===== config.mk =====
export PLATFORM = sky130hd
export DESIGN_NAME = cv32e40px_rf_wb_queue
export DESIGN_NICKNAME = d
export VERILOG_FILES = /design/src/rtl/cv32e40px_rf_wb_queue.sv
export SDC_FILE = /design/constraint.sdc
export NUM_CORES = 1
export LEC_CHECK = 0
export BUFFER_PORTS_ARGS = -buffer_cell sky130_fd_sc_hd__buf_2
export CAP_MARGIN = 40
export CELL_PAD_IN_SITES_DETAIL_PLACEMENT = 1
export CELL_PAD_IN_SITES_GLOBAL_PLACEMENT = 1
export CORE_ASPECT_RATIO = 0.75
export CORE_UTILIZATION = 45
export DETAILED_ROUTE_END_ITERATION = 10
export PLACE_DENSITY = 0.85
export SYNTH_ARGS = -nofsm -noshare
export SYNTH_HDL_FRONTEND = slang
export SYNTH_SLANG_ARGS = --single-unit

===== constraint.sdc =====
create_clock -name clk -period 11.8 [get_ports clk]
set_input_delay 1.77 -clock clk [delete_from_list [all_inputs] [get_ports clk]]
set_output_delay 1.77 -clock clk [all_outputs]
set_load 0.01 [all_outputs]

===== src/rtl/cv32e40px_rf_wb_queue.sv =====
// ============================================================================
// Module  : cv32e40px_rf_wb_queue
// Brief   : Coprocessor result queue feeding register-file write port B.
// Revision: 1.0
// ============================================================================
`default_nettype none

module cv32e40px_rf_wb_queue #(
  parameter int ADDR_WIDTH  = 6,
  parameter int DATA_WIDTH  = 32,
  parameter int X_DUALWRITE = 0,
  parameter int DEPTH       = 2
) (
  input  logic                                 clk,
  input  logic                                 rst,
  input  logic                                 x_result_valid_i,
  output logic                                 x_result_ready_o,
  input  logic [ADDR_WIDTH-1:0]                x_result_rd_i,
  input  logic [2*DATA_WIDTH-1:0]              x_result_data_i,
  input  logic [1:0]                           x_result_we_i,
  input  logic                                 lsu_wb_busy_i,
  output logic [ADDR_WIDTH-1:0]                waddr_b_o,
  output logic [(X_DUALWRITE+1)*DATA_WIDTH-1:0] wdata_b_o,
  output logic [X_DUALWRITE:0]                 we_b_o,
  input  logic [ADDR_WIDTH-1:0]                chk_addr_i,
  output logic                                 chk_hit_o,
  output logic                                 pending_o
);

  localparam int                    PTR_W     = $clog2(DEPTH);
  localparam logic [PTR_W-1:0]      PTR_ONE   = PTR_W'(1);
  localparam logic [PTR_W:0]        CNT_ONE   = (PTR_W+1)'(1);
  localparam logic [PTR_W:0]        CNT_DEPTH = (PTR_W+1)'(DEPTH);
  localparam logic [ADDR_WIDTH-1:0] ADDR_ONE  = ADDR_WIDTH'(1);

  typedef enum logic [0:0] {P0 = 1'b0, P1 = 1'b1} phase_e;

  logic [ADDR_WIDTH-1:0]   rd_q   [DEPTH];
  logic [2*DATA_WIDTH-1:0] data_q [DEPTH];
  logic [1:0]              we_q   [DEPTH];

  logic [PTR_W-1:0] wr_ptr_q, wr_ptr_d;
  logic [PTR_W-1:0] rd_ptr_q, rd_ptr_d;
  logic [PTR_W:0]   count_q, count_d;
  phase_e           phase_q, phase_d;

  logic                    ready;
  logic                    push;
  logic                    pop;
  logic                    issue;
  logic [1:0]              push_we;
  logic [ADDR_WIDTH-1:0]   head_rd;
  logic [ADDR_WIDTH-1:0]   head_rd1;
  logic [2*DATA_WIDTH-1:0] head_data;
  logic [1:0]              head_we;
  logic [PTR_W-1:0]        chk_off;
  logic                    chk_hit;

  // Ready depends only on occupancy, so it never sees a same-cycle pop.
  assign ready            = !rst && (count_q < CNT_DEPTH);
  assign x_result_ready_o = ready;
  assign push             = x_result_valid_i && ready;
  // An odd rd has no partner register, so its upper-half enable is dropped.
  assign push_we          = {x_result_we_i[1] & ~x_result_rd_i[0], x_result_we_i[0]};

  assign head_rd   = rd_q[rd_ptr_q];
  assign head_rd1  = head_rd + ADDR_ONE;
  assign head_data = data_q[rd_ptr_q];
  assign head_we   = we_q[rd_ptr_q];
  assign issue     = (count_q != '0) && !lsu_wb_busy_i;
  assign pending_o = (count_q != '0);

  always_ff @(posedge clk) begin
    if (push) begin
      rd_q[wr_ptr_q]   <= x_result_rd_i;
      data_q[wr_ptr_q] <= x_result_data_i;
      we_q[wr_ptr_q]   <= push_we;
    end
  end

  always_comb begin
    wr_ptr_d = push ? wr_ptr_q + PTR_ONE : wr_ptr_q;
    rd_ptr_d = pop  ? rd_ptr_q + PTR_ONE : rd_ptr_q;
    count_d  = count_q;
    unique case ({push, pop})
      2'b10:   count_d = count_q + CNT_ONE;
      2'b01:   count_d = count_q - CNT_ONE;
      default: count_d = count_q;
    endcase
  end

  always_ff @(posedge clk or posedge rst) begin
    if (rst) begin
      wr_ptr_q <= '0;
      rd_ptr_q <= '0;
      count_q  <= '0;
      phase_q  <= P0;
    end else begin
      wr_ptr_q <= wr_ptr_d;
      rd_ptr_q <= rd_ptr_d;
      count_q  <= count_d;
      phase_q  <= phase_d;
    end
  end

  generate
    if (X_DUALWRITE != 0) begin : g_dual
      always_comb begin
        waddr_b_o = head_rd;
        wdata_b_o = head_data;
        we_b_o    = '0;
        pop       = 1'b0;
        phase_d   = P0;
        if (issue) begin
          we_b_o = {head_we[1], head_we[0] & (head_rd != '0)};
          pop    = 1'b1;
        end
      end
    end else begin : g_split
      logic wen;
      always_comb begin
        waddr_b_o = head_rd;
        wdata_b_o = head_data[DATA_WIDTH-1:0];
        wen       = 1'b0;
        pop       = 1'b0;
        phase_d   = phase_q;
        if (issue) begin
          if (phase_q == P1) begin
            waddr_b_o = head_rd1;
            wdata_b_o = head_data[2*DATA_WIDTH-1:DATA_WIDTH];
            wen       = 1'b1;
            pop       = 1'b1;
            phase_d   = P0;
          end else begin
            unique case (head_we)
              2'b01: begin
                wen = 1'b1;
                pop = 1'b1;
              end
              2'b10: begin
                waddr_b_o = head_rd1;
                wdata_b_o = head_data[2*DATA_WIDTH-1:DATA_WIDTH];
                wen       = 1'b1;
                pop       = 1'b1;
              end
              2'b11: begin
                wen     = 1'b1;
                phase_d = P1;
              end
              default: pop = 1'b1;
            endcase
          end
        end
        // Register 0 is hard-wired; its write is dropped but sequencing is kept.
        we_b_o = wen && (waddr_b_o != '0);
      end
    end
  endgenerate

  always_comb begin
    chk_hit = 1'b0;
    chk_off = '0;
    for (int i = 0; i < DEPTH; i++) begin
      chk_off = PTR_W'(i) - rd_ptr_q;
      if ({1'b0, chk_off} < count_q) begin
        if (we_q[i][0] && (rd_q[i] == chk_addr_i) &&
            !((chk_off == '0) && (phase_q == P1)))
          chk_hit = 1'b1;
        if (we_q[i][1] && ((rd_q[i] + ADDR_ONE) == chk_addr_i))
          chk_hit = 1'b1;
      end
    end
  end

  assign chk_hit_o = chk_hit;

endmodule

`default_nettype wire


# Yosys cells after proc, flatten, opt, wreduce, memory -nomap -nowiden
# Memory sizes are Yosys's and may differ from the RTL's.
# Cells that the tools add are included.
# totals
ff_bits	5
mem_bits_rw	144
in_bits	82
mem_count	3
# classes
order_cmp	3
mux	23
eq_ne	9
bitwise_logic	4
reduce_logical	20
addsub	9
# memory_table
memory	depth	word_bits	rd	rd_clocked_by_memory_dff	write_ports	line_no	text
data_q	2	64	1	0	1	39	logic [2*DATA_WIDTH-1:0] data_q [DEPTH];
rd_q	2	6	3	0	1	38	logic [ADDR_WIDTH-1:0] rd_q [DEPTH];
we_q	2	2	3	0	1	40	logic [1:0] we_q [DEPTH];
# ops
operator	n
$mux W32	3
$eq A6 B6 Y1	4
$add A6 B1 Y6 const B	3
$mux W6	3
$mux W1	16
$logic_and A1 B1 Y1	12
$eq A2 B2 Y1 const B	3
$reduce_bool A6 Y1	1
$eq A2 B1 Y1 const B	2
$logic_not A1 Y1	4
$lt A1 B2 Y1	2
$pmux W2 S2	1
$reduce_bool A2 Y1	2
$not A1 Y1	3
$reduce_or A3 Y1	1
$add A1 B1 Y1 const B	2
$add A2 B1 Y2 const B	1
$lt A2 B2 Y1 const B	1
$sub A1 B1 Y1 const A	2
$sub A2 B1 Y2 const B	1
$and A1 B1 Y1	1

# Depth between registers and ports, before layout
# logic_depth
ltp_word	11
depth_mapped	9
mapped_depth_nobuf	8

# Worst setup path before layout
# Ideal clock, no wire load.
# synth_timing
path_kind	input-to-reg
start	input rst
end	memory data_q[0][0] (netlist bit), enable pin
setup_slack_ps	6133
arrival_ps	5164
setup_ps	503
stages	3
cell_sequence	nor2_1 > nand2_1 > nor2_1
# synth_between
elab_chain_len	5
# synth_rtl
element	line_no	text
start: declaration	15	input logic rst,
$logic_not A1 Y1 (no line)	--	
$logic_and A1 B1 Y1	60	assign ready = !rst && (count_q < CNT_DEPTH);
$logic_and A1 B1 Y1	62	assign push = x_result_valid_i && ready;
$mux W1	74	if (push) begin
$mux W1 (implied by the code)	76	data_q[wr_ptr_q] <= x_result_data_i;
end: declaration	39	
# No other way between the ends.

# Worst setup path in the final report
# layout_timing
start	input chk_addr_i[2]
end	output chk_hit_o
# layout_between
elab_chain_len	9
word_cells_on_any_way	16
classes_between	eq/ne: 4; mux: 6; reduce/logical: 6
# layout_rtl
element	line_no	text
start: declaration	25	input logic [ADDR_WIDTH-1:0] chk_addr_i,
$eq A6 B6 Y1	166	if (we_q[i][0] && (rd_q[i] == chk_addr_i) &&
$logic_and A1 B1 Y1 (2 in a row)	166	
$mux W1	166	
$mux W1	169	if (we_q[i][1] && ((rd_q[i] + ADDR_ONE) == chk_addr_i))
$mux W1	165	if ({1'b0, chk_off} < count_q) begin
$mux W1	166	
$mux W1	169	
$mux W1 (*)	165	
end: declaration	26	output logic chk_hit_o,
# Every way passes the cells marked *; elsewhere a longest branch is shown, timed or not.

==> impl_metrics.json <==
{
  "final_core_utilization_pct": 57.56,
  "cts_hold_buf": 0,
  "antenna_cells_inserted": 0,
  "synth.avg_cell_area_um2": 19.18,
  "synth-async-reset-ratio_pct": 3.356,
  "design.final.nets": 539,
  "p_per_area_mw_per_mm2": 221.5,
  "ratio_of_cells_with_drive_above_1_in_the_final_layout_pct": 42.92,
  "number_of_drc_markers_in_iteration_0": 194,
  "cts.root.buffer_cell": "sky130_fd_sc_hd__clkbuf_16",
  "power.total_uw": 1677,
  "first_pass_grt_wire_length_um": 19870,
  "crit_path_max_fanout": 8,
  "critPathMostFrequentCell": "sky130_fd_sc_hd__o21ai_0",
  "cts_tree": "yes",
  "yosysUniqueCellTypes": 45,
  "critPathBufInv": 3,
  "max_slew.worst_pin.slew_ps": 874.5,
  "number_of_top_level_pins": 124,
  "max_slew_margin_pct": 41.70,
  "area_growth_from_synthesis_to_layout_pct": 23.34,
  "crit_slowest_cell": "sky130_fd_sc_hd__a2111oi_0",
  "synth_warnings": 0,
  "clk_pin_slew_ps": 60,
  "cts.path.max_buffers": 2,
  "final-setup-viol-count": 0,
  "critical-path-top-delay-family": "compound AO/OA/AOI/OAI gates",
  "sequence_of_cells_on_the_critical_path": "buf_2 -> inv_1 -> nand4_1 -> a2111oi_0 -> o21ai_0 -> o21ai_0 -> o21ai_0 -> a21oi_1 -> buf_2",
  "hold_path.class": "reg2reg",
  "post_cts_buffers": 0,
  "hold_viol_final": 0,
  "floorplan.rows": 36,
  "worst_ep_required_time_ps": 10030,
  "clock_latency_late_sink_ps": 420,
  "vdd_drop_max_uv": 120.4,
  "power.static_leakage_uw": 0.002711,
  "chipHeight_um": 103.1,
  "buffer_ports.inserted": 123,
  "synthFlopType": "sky130_fd_sc_hd__edfxtp_1",
  "vias_after_detailed_routing": 3427,
  "track_usage_pct": 19.92,
  "synth_seq_area_share_pct": 72.48,
  "worst-setup-path-type": "in2out",
  "synth_nets": 406,
  "final.setup_skew_ps": 10.66,
  "timing.final.crit_share_pct": 44.62,
  "cts-buffers-inserted": 17,
  "max_stage_delay_ps": 470,
  "hpwl_um": 9163,
  "floorplan.die_area_mm2": 0.01412,
  "run_status": "finished, final reports clean",
  "slew_violations": 0,
  "timing.max_cap.violations": 0,
  "floorplan.initialDensity_pct": 46.67,
  "globalRoute.totalOverflow": 0,
  "timing.critical_path.to_type": "primary output",
  "gp_congestion": 0.8423,
  "netlist_instances": 320,
  "ys_ff_latch": 149,
  "finalCriticalPeriod_ps": 5265,
  "worst_ep_arrival_time_ps": 3490,
  "grt_antenna_before_repair": 0,
  "synth_enable_flop_cells": 144,
  "fillCellCount": 1219,
  "post_drt_via_cell_ratio": 5.380,
  "setup_total_negative_slack_ps": 0,
  "grt_max_degree": 55,
  "finalWirelength_um": 13320,
  "drt_pass1_iterations": 4,
  "die_x_um": 136.9,
  "fp.coreArea_mm2": 0.01315,
  "syn-cell-area_mm2": 0.006138,
  "tritoncts_num_sinks": 149,
  "start_kind": "primary input",
  "routedWlPerCell_um": 20.91,
  "fmax_ghz": 0.1899,
  "ctsResizeCount": 0,
  "route.antenna.remaining_nets": 0,
  "number_of_global_route_vias_before_repair": 3678,
  "grt_setup_unrepaired": "no",
  "detail_route.drc_violations": 0,
  "cts-htree-levels": 4
}
-- layer usage --
metal	routed length, um	vias up	track usage, %
met4	184	0	7.777
li1	-	1554	-
met1	5583	1742	24.69
met2	6731	114	33.78
met5	0	-	0
met3	819	17	5.261
-- cells by family (layout without fill, tap and decap cells) --
logic type,after synthesis,in the layout,share of synthesized area [%]
buffers and inverters,21,167,1.733
AND/OR/NAND/NOR,48,48,4.464
multiplexers,42,42,13.45
AO/OA/AOI/OAI,26,26,2.772
XOR/XNOR,30,30,4.280
flip-flops,149,149,72.48
adder cells (fa/ha/maj),4,4,0.8154
-- path summary, 6_finish.rpt --
kind	from	end	slack, ps	cells after the start
worst max-delay path	chk_addr_i[2]	chk_hit_o	6540	9
worst min-delay path	count_q[0]$_DFFE_PP0P_	count_q[0]$_DFFE_PP0P_	520	1
min in group asynchronous	rst	wr_ptr_q$_DFFE_PP0P_	1250	2
max in group asynchronous	rst	rd_ptr_q$_DFFE_PP0P_	10380	2
worst min register to register	count_q[0]$_DFFE_PP0P_	count_q[0]$_DFFE_PP0P_	520	1
worst max register to register	rd_ptr_q$_DFFE_PP0P_	count_q[1]$_DFFE_PP0P_	9490	6
-- cells in the mapped netlist (all sizes together), types with 4 or more instances --
master	number	area, um2
mux2	4	45.04
o31ai	5	42.54
xnor2	17	148.9
edfxtp	144	4324
dfrtp	5	125.1
nand3	6	30.03
o21ai	11	58.81
buf	12	72.57
nand4	5	31.28
inv	7	26.27
nor2	8	30.03
mux4	32	720.7
xor2	13	113.9
mux2i	6	60.06
nand2	6	22.52
ha	4	50.05
-- cell type report --
cell class                      count  area (um2)  share of cell area, %
Multi-Input combinational cell    150        1603                  21.17
Timing Repair Buffer              128       685.7                  9.056
Sequential cell                   149        4449                  58.77
Clock inverter                     12       156.4                  2.066
Clock buffer                       20       436.7                  5.768
Tap cell                          171       214.0                  2.826
Inverter                            7       26.28                 0.3471
-- flip-flops by register name, indices dropped and copies added (netlist names) --
name      count
rd_ptr_q      1
wr_ptr_q      1
phase_q       1
rd_q         12
count_q       2
we_q          4
data_q      128
-- cell usage in the layout (no fill, tap or decap), drive strengths merged, types with 4 or more instances in the layout --
cell type	n
buf	128
clkbuf	20
clkinv	6
dfrtp	5
edfxtp	144
ha	4
inv	7
mux2	4
mux2i	6
mux4	32
nand2	6
nand3	6
nand4	5
nor2	8
o21ai	11
o31ai	5
xnor2	17
xor2	13
-- per-stage QoR --
step           hold WS (ps)  instance area, um2  worst slack (ps)  instances
4_1_cts               520.5                7571              6542        637
5_1_grt               532.5                7571              6431        637
2_1_floorplan         460.4                6138              6133        320
3_3_place_gp          499.8                6930              6618        603
6_report              520.9                7571              6535        637
3_5_place_dp          504.4                6978              6561        605
-- where the power goes --
part / leakage [uW] / internal (uW) / switching [uW]
Sequential: 0.00137 / 647 / 43.1
Combinational: 0.00106 / 214 / 234
Clock: 0.000278 / 332 / 207
Total: 0.00271 / 1190 / 483
(Power assumes the default switching activity.)
